===== src/rtl/window_ctrl_3x3_if.sv =====
`default_nettype none
// ============================================================================
// Module   : window_ctrl_3x3_if
// Brief    : Line-buffer, window-register and MAC handshake bundle for the
//            3x3 window sequencer.
// Revision : 1.0  initial release
// ============================================================================
interface window_ctrl_3x3_if #(
   parameter int COL_W = 8,
   parameter int ROW_W = 8
);
   logic             in_valid;
   logic             in_ready;
   logic             out_ready;
   logic             Wr_window;
   logic             Shift_window;
   logic             Rst_window;
   logic [ROW_W-1:0] in_row;
   logic             win_valid;
   logic [ROW_W-1:0] out_row;
   logic [COL_W-1:0] out_col;

   modport master (
      input  in_valid, out_ready,
      output in_ready, Wr_window, Shift_window, Rst_window,
             in_row, win_valid, out_row, out_col
   );

   modport slave (
      output in_valid, out_ready,
      input  in_ready, Wr_window, Shift_window, Rst_window,
             in_row, win_valid, out_row, out_col
   );
endinterface
`default_nettype wire


===== src/rtl/window_ctrl_3x3.sv =====
`default_nettype none
// ============================================================================
// Module   : window_ctrl_3x3
// Brief    : Frame sequencer for the 3x3 convolution window register
//            (valid-only convolution). Optional backpressure counter is
//            enabled with the WINDOW_CTRL_STALL_CNT_EN macro.
// Revision : 1.0  initial release
// ============================================================================
module window_ctrl_3x3 #(
   parameter int IMG_W = 8,
   parameter int IMG_H = 8,
   parameter int COL_W = 8,
   parameter int ROW_W = 8
) (
   input  wire logic         clk,
   input  wire logic         rst,
   input  wire logic         start,
   window_ctrl_3x3_if.master bus,
   output logic              busy,
   output logic              done,
   output logic [31:0]       stall_cnt
);

   localparam logic [2:0] c_S_IDLE    = 3'd0;
   localparam logic [2:0] c_S_CLEAR   = 3'd1;
   localparam logic [2:0] c_S_FILL    = 3'd2;
   localparam logic [2:0] c_S_RUN     = 3'd3;
   localparam logic [2:0] c_S_ROW_END = 3'd4;
   localparam logic [2:0] c_S_DONE    = 3'd5;

   localparam logic [COL_W-1:0] c_LAST_COL = COL_W'(IMG_W - 1);
   localparam logic [ROW_W-1:0] c_LAST_ROW = ROW_W'(IMG_H - 3);

   logic [2:0]       r_state;
   logic [2:0]       w_state_next;
   logic [COL_W-1:0] r_in_col;
   logic [COL_W-1:0] r_out_col;
   logic [ROW_W-1:0] r_in_row;
   logic [ROW_W-1:0] r_out_row;
   logic             r_win_valid;

   logic w_can_load;
   logic w_load;
   logic w_win_hs;
   logic w_start_acc;

   // A pending window that the MAC has not taken blocks the next column.
   assign w_can_load  = ((r_state == c_S_FILL) || (r_state == c_S_RUN)) &&
                        (!r_win_valid || bus.out_ready);
   assign w_load      = w_can_load && bus.in_valid;
   assign w_win_hs    = r_win_valid && bus.out_ready;
   assign w_start_acc = (r_state == c_S_IDLE) && start;

   always_ff @(posedge clk or posedge rst) begin
      if (rst) begin
         r_state <= c_S_IDLE;
      end else begin
         r_state <= w_state_next;
      end
   end

   always_comb begin
      w_state_next = r_state;
      case (r_state)
         c_S_IDLE:    if (start) w_state_next = c_S_CLEAR;
         c_S_CLEAR:   w_state_next = c_S_FILL;
         c_S_FILL:    if (w_load && (r_in_col == COL_W'(1))) w_state_next = c_S_RUN;
         c_S_RUN:     if (w_load && (r_in_col == c_LAST_COL)) w_state_next = c_S_ROW_END;
         c_S_ROW_END: begin
            // Only the last window of the row can be pending here.
            if (w_win_hs) begin
               w_state_next = (r_out_row == c_LAST_ROW) ? c_S_DONE : c_S_CLEAR;
            end
         end
         c_S_DONE:    w_state_next = c_S_IDLE;
         default:     w_state_next = c_S_IDLE;
      endcase
   end

   always_comb begin
      bus.in_ready     = w_can_load;
      bus.Wr_window    = w_load;
      bus.Shift_window = w_load;
      bus.Rst_window   = (r_state != c_S_CLEAR);
      busy             = (r_state != c_S_IDLE);
      done             = (r_state == c_S_DONE);
   end

   always_ff @(posedge clk or posedge rst) begin
      if (rst) begin
         r_in_col    <= '0;
         r_out_col   <= '0;
         r_in_row    <= '0;
         r_out_row   <= '0;
         r_win_valid <= 1'b0;
      end else begin
         if (w_start_acc) begin
            r_in_col    <= '0;
            r_out_col   <= '0;
            r_in_row    <= '0;
            r_out_row   <= '0;
            r_win_valid <= 1'b0;
         end
         if (r_state == c_S_CLEAR) begin
            r_in_col <= '0;
         end
         if (w_load) begin
            r_in_col <= r_in_col + COL_W'(1);
         end
         if (w_load && (r_state == c_S_RUN)) begin
            r_win_valid <= 1'b1;
            r_out_col   <= r_in_col - COL_W'(2);
         end else if (w_win_hs) begin
            r_win_valid <= 1'b0;
         end
         if ((r_state == c_S_ROW_END) && w_win_hs && (r_out_row != c_LAST_ROW)) begin
            r_in_row  <= r_in_row + ROW_W'(1);
            r_out_row <= r_out_row + ROW_W'(1);
         end
      end
   end

   assign bus.in_row    = r_in_row;
   assign bus.out_row   = r_out_row;
   assign bus.out_col   = r_out_col;
   assign bus.win_valid = r_win_valid;

`ifdef WINDOW_CTRL_STALL_CNT_EN
   logic [31:0] r_stall_cnt;

   always_ff @(posedge clk or posedge rst) begin
      if (rst) begin
         r_stall_cnt <= '0;
      end else if (w_start_acc) begin
         r_stall_cnt <= '0;
      end else if (r_win_valid && !bus.out_ready && (r_stall_cnt != 32'hFFFF_FFFF)) begin
         r_stall_cnt <= r_stall_cnt + 32'd1;
      end
   end

   assign stall_cnt = r_stall_cnt;
`else
   assign stall_cnt = 32'd0;
`endif

endmodule
`default_nettype wire


===== src/flat_wrapper.sv =====
// flat-port wrapper written by rule: the top's interface ports become plain ports
module window_ctrl_3x3_flat 
#(
   parameter int IMG_W = 8,
   parameter int IMG_H = 8,
   parameter int COL_W = 8,
   parameter int ROW_W = 8
)
  (clk, rst, start, busy, done, stall_cnt, bus_in_valid, bus_out_ready, bus_in_ready, bus_Wr_window, bus_Shift_window, bus_Rst_window, bus_in_row, bus_win_valid, bus_out_row, bus_out_col);
  window_ctrl_3x3_if #(.COL_W(COL_W), .ROW_W(ROW_W)) bus_i ();
  input  wire logic clk;
  input  wire logic rst;
  input  wire logic start;
  output logic busy;
  output logic done;
  output logic [31:0] stall_cnt;
  input wire logic [$bits(bus_i.in_valid)-1:0] bus_in_valid;
  input wire logic [$bits(bus_i.out_ready)-1:0] bus_out_ready;
  output wire logic [$bits(bus_i.in_ready)-1:0] bus_in_ready;
  output wire logic [$bits(bus_i.Wr_window)-1:0] bus_Wr_window;
  output wire logic [$bits(bus_i.Shift_window)-1:0] bus_Shift_window;
  output wire logic [$bits(bus_i.Rst_window)-1:0] bus_Rst_window;
  output wire logic [$bits(bus_i.in_row)-1:0] bus_in_row;
  output wire logic [$bits(bus_i.win_valid)-1:0] bus_win_valid;
  output wire logic [$bits(bus_i.out_row)-1:0] bus_out_row;
  output wire logic [$bits(bus_i.out_col)-1:0] bus_out_col;
  assign bus_i.in_valid = bus_in_valid;
  assign bus_i.out_ready = bus_out_ready;
  assign bus_in_ready = bus_i.in_ready;
  assign bus_Wr_window = bus_i.Wr_window;
  assign bus_Shift_window = bus_i.Shift_window;
  assign bus_Rst_window = bus_i.Rst_window;
  assign bus_in_row = bus_i.in_row;
  assign bus_win_valid = bus_i.win_valid;
  assign bus_out_row = bus_i.out_row;
  assign bus_out_col = bus_i.out_col;
  window_ctrl_3x3 #(.IMG_W(IMG_W), .IMG_H(IMG_H), .COL_W(COL_W), .ROW_W(ROW_W)) u_core (.clk(clk), .rst(rst), .start(start), .bus(bus_i), .busy(busy), .done(done), .stall_cnt(stall_cnt));
endmodule

===== config.mk =====
export PLATFORM = sky130hd
export DESIGN_NAME = window_ctrl_3x3_flat
export DESIGN_NICKNAME = d
export VERILOG_FILES = /design/src/rtl/window_ctrl_3x3_if.sv /design/src/rtl/window_ctrl_3x3.sv /design/src/flat_wrapper.sv
export SDC_FILE = /design/constraint.sdc
export NUM_CORES = 1
export LEC_CHECK = 0
export BUFFER_PORTS_ARGS = -buffer_cell sky130_fd_sc_hd__buf_4
export CORE_MARGIN = 3
export CORE_UTILIZATION = 45
export CTS_CLUSTER_DIAMETER = 40
export DETAILED_ROUTE_END_ITERATION = 6
export GPL_TIMING_DRIVEN = 0
export PLACE_DENSITY = 0.74
export SLEW_MARGIN = 0
export SYNTH_ARGS = -nofsm -noshare
export SYNTH_HDL_FRONTEND = slang
export SYNTH_SLANG_ARGS = --single-unit
export TNS_END_PERCENT = 1

===== constraint.sdc =====
create_clock -name clk -period 2.4 [get_ports clk]
set_input_delay 0.24 -clock clk [delete_from_list [all_inputs] [get_ports clk]]
set_output_delay 0.24 -clock clk [all_outputs]
set_load 0.03 [all_outputs]

* Word level (Yosys, flattened, before mapping) *
Cells that the tools add are included.

operators by class
  equality and inequality tests = 14
  mux-type cells = 15
  add/subtract/negate cells = 4
  reductions and logical operators = 19

operators with widths
  kind                 number
  $mux 8               6
  $add 8x1->8 const B  3
  $eq 8x3->1 const B   2
  $mux 3               5
  $pmux 3 s5           1
  $logic_and 1x1->1    9
  $reduce_bool 3->1    3
  $eq 8x1->1 const B   1
  $ne 8x3->1 const B   1
  $sub 8x2->8 const B  1
  $eq 3x2->1 const B   2
  $eq 3x3->1 const B   2
  $ne 2x2->1 const B   3
  $reduce_and 4->1     1
  $reduce_bool 2->1    2
  $eq 3x1->1 const B   1
  $logic_not 3->1      1
  $mux 1               3
  $ne 3x1->1 const B   1
  $logic_or 1x1->1     2
  $ne 2x1->1 const B   1
  $logic_not 1->1      1

word-level totals
  output and inout bits = 63
  register bits after elaboration = 36
  input port bits = 5

* Longest topological paths before layout *
Gate-level depths: netlist (run 1).

  word-level depth = 7
  gate-level depth with buffers = 7
  depth with buffers taken out = 6

* Least setup slack after synthesis (run 1) *
No wires, ideal clock.

  path kind = flip-flop to flip-flop
  start point = register u_core.r_out_row[4], in the netlist u_core.bus.out_row[4]
  end point = register u_core.r_in_row[3], in the netlist u_core.bus.in_row[3]
  setup time = 124 ps
  data required time = 2276 ps
  arrival = 1823 ps
  slack = 453 ps
  period minus slack after synthesis = 1947 ps
  cell stages (with the launch flop) = 6
  cells stage by stage = dfrtp_1 or4_4 o211ai_4 buf_6 nor2_1 a211o_1

between the ends
  cells in the longest elaborated chain, start to end = 3
  elaborated cells on any way between the ends = 4
  classes of those cells = 1 x eq/ne; 1 x mux; 2 x reduce/logical

RTL lines
  item                                         RTL line                text
  start, declared                              window_ctrl_3x3.sv:39   logic [ROW_W-1:0] r_out_row;
  start signal, assigned                       window_ctrl_3x3.sv:118  r_out_row <= r_out_row + ROW_W'(1);
  $ne 8x3->1 *                                 window_ctrl_3x3.sv:116  if ((r_state == c_S_ROW_END) && w_win_hs && (r_out_row != c_LAST_ROW)) begin
  $logic_and 1x1->1 *                          window_ctrl_3x3.sv:116
  $mux 8 or $reduce_bool 2->1 (tied branches)  n/a
  end signal, assigned                         window_ctrl_3x3.sv:117  r_in_row <= r_in_row + ROW_W'(1);
  end, declared                                window_ctrl_3x3.sv:38   logic [ROW_W-1:0] r_in_row;

Every way passes the cells marked *; elsewhere a longest branch is shown, timed or not.
A chain may end at the register's enable or synchronous reset.

* Worst setup path in the final report (run 1) *
  start point = register u_core.r_state[2]
  end point = output port bus_Wr_window

between the ends
  cells in the longest elaborated chain, start to end = 4
  elaborated cells on any way between the ends = 5
  classes of those cells = 2 x eq/ne; 3 x reduce/logical

RTL lines
  item                    RTL line               text
  start, declared         window_ctrl_3x3.sv:34  logic [2:0] r_state;
  start signal, assigned  window_ctrl_3x3.sv:56  r_state <= c_S_IDLE;
  start signal, assigned  window_ctrl_3x3.sv:58  r_state <= w_state_next;
  $eq 3x2->1              window_ctrl_3x3.sv:48  assign w_can_load = ((r_state == c_S_FILL) || (r_state == c_S_RUN)) &&
  $logic_or 1x1->1 *      window_ctrl_3x3.sv:48
  $logic_and 1x1->1 *     window_ctrl_3x3.sv:48
  $logic_and 1x1->1 *     window_ctrl_3x3.sv:50  assign w_load = w_can_load && bus.in_valid;
  end, declared           flat_wrapper.sv:20     output wire logic [$bits(bus_i.Wr_window)-1:0] bus_Wr_window;

Marked as above.

==> impl_metrics.env, run 1 <==
export IMPL_status="complete, no violations"
export IMPL_worstHoldPathType="primary input to asynchronous set/reset pin"
export IMPL_period_minus_slack_ns=2.12
export IMPL_yosys_area_top_type_share_pct=40.4
export IMPL_postLayoutCellArea_um2=2800
export IMPL_critPathKind="register to primary output"
export IMPL_synthDistinctLibCells=44
export IMPL_clock_skew_final_ns=0.00563
export IMPL_yosysTopAreaCell="sky130_fd_sc_hd__dfrtp_1"
export IMPL_post_dp_hpwl_mm=3.59
export IMPL_power_density_nw_per_um2=818
export IMPL_initial_core_util_pct=48.8
export IMPL_grt_antenna_before_repair=0
export IMPL_r2r_cells=5
export IMPL_grt_first_pass_wirelength_mm=7.79
export IMPL_post_drt_via_cell_ratio=4.82
export IMPL_worstPathArrival_ns=1.88
export IMPL_num_io_pins=68
export IMPL_post_cts_buffers=0
export IMPL_placed_cells_incl_taps=379
export IMPL_final_hold_worst_slack_ns=0.0667
export IMPL_total_power_mw=2.29
export IMPL_drv_cap=0
export IMPL_ys_flop_type="sky130_fd_sc_hd__dfrtp_1"
export IMPL_cts_tree="yes"
export IMPL_root_buffer="sky130_fd_sc_hd__clkbuf_8"
export IMPL_cp_max_fo=14
export IMPL_dr_total_vias=1862
export IMPL_critical_path_max_stage_delay_ns=0.36
export IMPL_critPathLaunch="u_core.r_state[2]"
export IMPL_route_detailed_wl_per_inst_um=12.2
export IMPL_die_width_um=76.4
export IMPL_post_dp_cell_area_um2=2720
export IMPL_area_of_the_multi_input_gates_um2=1100
export IMPL_slew_limit_headroom_pct=26.5
export IMPL_clock_insertion_delay_worst_skew_ns=0.28
export IMPL_holdBufCountCts=0
export IMPL_critical_path_slowest_cell="sky130_fd_sc_hd__inv_1"
export IMPL_number_of_h_tree_levels=2
export IMPL_place_congestion=0.819
export IMPL_worst_slew_pin_slew_ns=1.10
export IMPL_port_buffers=35
export IMPL_postSynthAreaPerCell_um2=9.02
export IMPL_grt_ovfl_total=0
export IMPL_post_synth_inst_count=247
export IMPL_ys_async_sr_fraction_pct=100
export IMPL_crit_top_cell="sky130_fd_sc_hd__buf_4"
export IMPL_critical_path_endpoint_category="primary output"
export IMPL_critical_path_top_delay_family="buffers and inverters"
export IMPL_path_cells="buf_2 -> nor2b_1 -> nand3_1 -> inv_1 -> buf_4 -> buf_4"
export IMPL_ff_latch_area_um2=901
export IMPL_synthesis_yosys_warnings=0
export IMPL_critical_path_buf_inv_count=4
export IMPL_drt_drc_violations_left=0
export IMPL_synth_seq_area_share_pct=40.4
export IMPL_die_h_um=76.4
export IMPL_syn2layout_area_growth_pct=25.8
export IMPL_data_required_time_at_the_worst_endpoint_ns=2.16
export IMPL_final_period_utilization_pct=88.3
export IMPL_grt_setup_unrepaired="no"
export IMPL_clk_pin_slew_worst_paths_ns=0.07
export IMPL_leakagePower_nw=1.41
export IMPL_n_fill_cell=437
export IMPL_mappedNetlistArea_um2=2230
export IMPL_post_route_util_pct=61.4
export IMPL_numCtsBuffers=5
export IMPL_finalNonFillerCells=386
export IMPL_hold_viol=0
export IMPL_coreArea_um2=4560
export IMPL_regToRegEndpoint="u_core.r_in_col[5]"
export IMPL_wl_mm=4.70
export IMPL_max_clock_path_buffers=2
export IMPL_final_cell_mix="68 x sky130_fd_sc_hd__buf_4, 36 x sky130_fd_sc_hd__dfrtp_1, 32 x sky130_fd_sc_hd__conb_1, 24 x sky130_fd_sc_hd__nand3_1, 22 x sky130_fd_sc_hd__nand2_1"
export IMPL_setup_viol=0
export IMPL_final_net_count=332
export IMPL_reg2reg_setup_slack_ns=0.35
export IMPL_first_global_vias=1699
export IMPL_grt_start_max_net_pins=22
export IMPL_max_clock_freq_ghz=0.472
export IMPL_detailedPlace_worstSlack_ns=0.400
export IMPL_timing_max_transition_violations_final=0
export IMPL_initialDrtViolationCount=92
export IMPL_cts_sinks=36
export IMPL_synth_seq_cells=36
export IMPL_synth_edf_count=0
export IMPL_finalWorstSetupSlack_ns=0.280
export IMPL_start_kind="register"
export IMPL_post_route_cells_drive_above_1_share_pct=26.2
export IMPL_ir_worst_vdd_mv=0.535
export IMPL_leading_cell_type_in_the_layout_fill_and_taps_excluded="sky130_fd_sc_hd__buf_4"
export IMPL_diodes=0
export IMPL_finalSetupTns_ns=0
export IMPL_firstDrtPassIters=4
export IMPL_area_enclosed_by_the_die_boundary_um2=5830
export IMPL_groute_usage_overall_pct=16.2
export IMPL_regToRegStartpoint="u_core.r_state[0]"
export IMPL_final_antenna_violating_net_count=0
export IMPL_top_cells_by_area_in_the_synthesized_netlist="sky130_fd_sc_hd__dfrtp_1 40%, sky130_fd_sc_hd__buf_4 11%, sky130_fd_sc_hd__nand3_1 5.4%"
export IMPL_cts_repair_resizes=0
export IMPL_rows=24
state kept, by name (all words and copies together), names as in the netlist:
name	flops
u_core.bus.out_row	8
u_core.bus.win_valid	1
u_core.r_state	3
u_core.r_in_col	8
u_core.bus.out_col	8
u_core.bus.in_row	8
routing by layer:
layer	track usage [%]	wire length [um]	vias up
met1	18.7	2060	855
met4	3.80	43	0
met2	30.1	2370	48
met5	0	0	-
met3	3.66	222	7
li1	-	-	952
cells by family (layout without fill, tap and decap cells):
group                    Yosys count  after routing  synth area share, %
AO/OA/AOI/OAI                     49             49                 15.0
XOR/XNOR                           6              6                 2.36
adder cells (fa/ha/maj)            7              7                 3.93
buffers and inverters             55             98                 15.4
flip-flops                        36             36                 40.4
multiplexers                       2              2                0.898
other                              1             32                0.168
AND/OR/NAND/NOR                   91             91                 21.8
worst max path at each step:
stage	end	slack [ns]	cells after the start
floorplan	u_core.bus.in_row[3]	0.45	5
global placement	bus_Wr_window	0.42	7
detailed placement	u_core.r_in_col[5]	0.40	5
CTS	bus_Wr_window	0.09	7
global route	bus_Wr_window	0.11	6
finish	bus_Wr_window	0.28	6
Yosys cell counts (all sizes together) (3+ instances only):
master / instances
dfrtp: 36
nand4: 3
clkbuf: 6
a21oi: 4
nand2: 22
nand3: 24
inv: 11
nor4b: 3
xor2: 3
and2: 3
xnor2: 3
nor2: 8
nor3: 9
nor3b: 7
a21o: 4
a211o: 6
o21ai: 20
o211ai: 3
ha: 7
buf: 38
area by class of cell:
class | instances | area share (%)
multi-input cells | 187 | 39.3
repair buffers | 36 | 10.4
plain buffers | 43 | 10.6
inverters | 11 | 1.47
flip-flops and latches | 36 | 32.1
well taps | 65 | 2.90
clock buffers | 8 | 3.21
power by group:
part | switching, mW | total [mW] | internal, mW | leakage, nW
logic | 0.652 | 1.03 | 0.374 | 0.891
clock network | 0.206 | 0.440 | 0.234 | 0.0455
registers | 0.0997 | 0.826 | 0.726 | 0.477
(Power assumes the default switching activity.)
==> inputs of run 2 (changes only) <==
Settings changed: CELL_PAD_IN_SITES_DETAIL_PLACEMENT from default to 1, CELL_PAD_IN_SITES_GLOBAL_PLACEMENT from default to 1, CORE_UTILIZATION 45 to 38, PLACE_DENSITY 0.74 to 0.83.
==> impl_metrics.env, run 2 (same netlist as run 1, synthesis figures left out) <==
export IMPL_grt_ovfl_total=0
export IMPL_switching_power_mw=0.999
export IMPL_syn2layout_area_growth_pct=25.9
export IMPL_period_minus_slack_ns=2.22
export IMPL_grt_antenna_before_repair=0
export IMPL_final_cell_mix="68 x sky130_fd_sc_hd__buf_4, 36 x sky130_fd_sc_hd__dfrtp_1, 32 x sky130_fd_sc_hd__conb_1, 24 x sky130_fd_sc_hd__nand3_1, 22 x sky130_fd_sc_hd__nand2_1"
export IMPL_worstPathArrival_ns=1.98
export IMPL_number_of_h_tree_levels=2
export IMPL_placed_cells_incl_taps=385
export IMPL_max_clock_path_buffers=2
export IMPL_die_width_um=82.6
export IMPL_numCtsBuffers=5
export IMPL_initialDrtViolationCount=66
export IMPL_post_dp_hpwl_mm=4.07
export IMPL_share_seq_of_total_power_pct=34.4
export IMPL_critical_path_max_stage_delay_ns=0.36
export IMPL_final_period_utilization_pct=92.7
export IMPL_leakagePower_nw=1.41
export IMPL_cts_tree="yes"
export IMPL_pwr_share_clk_pct=22.2
export IMPL_clock_insertion_delay_worst_skew_ns=0.29
export IMPL_slew_limit_headroom_pct=23.6
export IMPL_critical_path_buf_inv_count=5
export IMPL_net_switching_fraction_of_the_power_pct=41.5
export IMPL_route_detailed_wl_per_inst_um=13.7
export IMPL_grt_setup_unrepaired="no"
export IMPL_clock_skew_final_ns=0.00222
export IMPL_max_clock_freq_ghz=0.450
export IMPL_critical_path_slowest_cell="sky130_fd_sc_hd__dfrtp_1"
export IMPL_comb_power_share_pct=43.3
export IMPL_drv_cap=0
export IMPL_coreArea_um2=5570
export IMPL_hold_viol=0
export IMPL_drt_drc_violations_left=0
export IMPL_wl_mm=5.37
export IMPL_place_congestion=0.802
export IMPL_area_enclosed_by_the_die_boundary_um2=6820
export IMPL_timing_max_transition_violations_final=0
export IMPL_worst_slew_pin_slew_ns=1.14
export IMPL_critical_path_top_delay_family="buffers and inverters"
export IMPL_leading_cell_type_in_the_layout_fill_and_taps_excluded="sky130_fd_sc_hd__buf_4"
export IMPL_post_route_cells_drive_above_1_share_pct=26.8
export IMPL_cp_max_fo=11
export IMPL_dr_total_vias=1911
export IMPL_grt_first_pass_wirelength_mm=8.84
export IMPL_total_power_mw=2.41
export IMPL_diodes=0
export IMPL_intPower_mw=1.41
export IMPL_clk_pin_slew_worst_paths_ns=0.07
export IMPL_worstHoldPathType="primary input to asynchronous set/reset pin"
export IMPL_path_cells="buf_2 -> nor2b_1 -> nand3_1 -> inv_1 -> clkbuf_2 -> buf_4 -> buf_4"
export IMPL_groute_usage_overall_pct=17.1
export IMPL_status="complete, no violations"
export IMPL_num_io_pins=68
export IMPL_start_kind="register"
export IMPL_post_drt_via_cell_ratio=4.86
export IMPL_initial_core_util_pct=40.0
export IMPL_grt_start_max_net_pins=37
export IMPL_first_global_vias=1817
export IMPL_critPathKind="register to primary output"
export IMPL_ir_worst_vdd_mv=0.413
export IMPL_finalSetupTns_ns=0
export IMPL_cts_sinks=36
export IMPL_final_net_count=332
export IMPL_data_required_time_at_the_worst_endpoint_ns=2.16
export IMPL_finalNonFillerCells=393
export IMPL_die_h_um=82.6
export IMPL_root_buffer="sky130_fd_sc_hd__clkbuf_8"
export IMPL_port_buffers=35
export IMPL_setup_viol=0
export IMPL_final_antenna_violating_net_count=0
export IMPL_power_density_nw_per_um2=857
export IMPL_rows=27
export IMPL_post_route_util_pct=50.3
export IMPL_firstDrtPassIters=4
export IMPL_crit_top_cell="sky130_fd_sc_hd__buf_4"
export IMPL_critical_path_endpoint_category="primary output"
run 2: final cells by class:
cell class | count | area (um^2)
Clock buffer | 6 | 72.6
Fill cell | 713 | 2770
Tap cell | 72 | 90.1
Sequential cell | 36 | 901
Clock inverter | 2 | 35.0
Multi-Input combinational cell | 187 | 1100
Buffer | 44 | 303
Inverter | 11 | 41.3
Timing Repair Buffer | 35 | 263
run 2: final timing paths:
check,start,endpoint,slack [ns],cells past startpoint
min in group clk,start,u_core.r_state[0],0.34,3
hold / removal,rst,u_core.bus.out_col[5],0.09,2
setup reg to reg,u_core.r_state[0],u_core.r_in_col[5],0.25,5
hold reg to reg,u_core.bus.in_row[7],u_core.bus.in_row[7],0.48,1
setup / recovery,u_core.r_state[2],bus_Wr_window,0.18,7
max in group asynchronous,rst,u_core.bus.win_valid,1.82,2
run 2: through the flow:
| stage | instance area (um^2) | hold WS [ns] | setup slack, ns |
|---|---|---|---|
| 2_1_floorplan | 2340 | 0.407 | 0.453 |
| 3_3_place_gp | 2700 | 0.472 | 0.336 |
| 3_5_place_dp | 2700 | 0.436 | 0.327 |
| 4_1_cts | 2810 | 0.118 | 0.0103 |
| 5_1_grt | 2810 | 0.157 | 0.0666 |
| 6_report | 2810 | 0.0859 | 0.176 |
run 2: routing by layer:
| layer | wire (um) | global-route usage, % |
|---|---|---|
| met3 | 257 | 3.25 |
| met5 | 0 | 0 |
| met1 | 2450 | 22.1 |
| met2 | 2580 | 28.0 |
| met4 | 80 | 6.86 |
run 2: timing repair:
action / 4_1_cts / 5_1_grt
hold buffers: 0 / 0
setup buffers: 0 / 0
resized for setup: 0 / 2
endpoints found under the setup margin: 0 / 2
run 2: power groups by stage:
| stage | Combinational (mW) | Clock (mW) | Sequential, mW |
|---|---|---|---|
| 3_5_place_dp | 1.04 | 0 | 0.840 |
| 2_1_floorplan | 0.621 | 0 | 0.949 |
| 6_report | 1.04 | 0.535 | 0.828 |
| 5_1_grt | 1.16 | 0.580 | 0.848 |
| 4_1_cts | 1.05 | 0.552 | 0.829 |
| 3_3_place_gp | 1.02 | 0 | 0.832 |
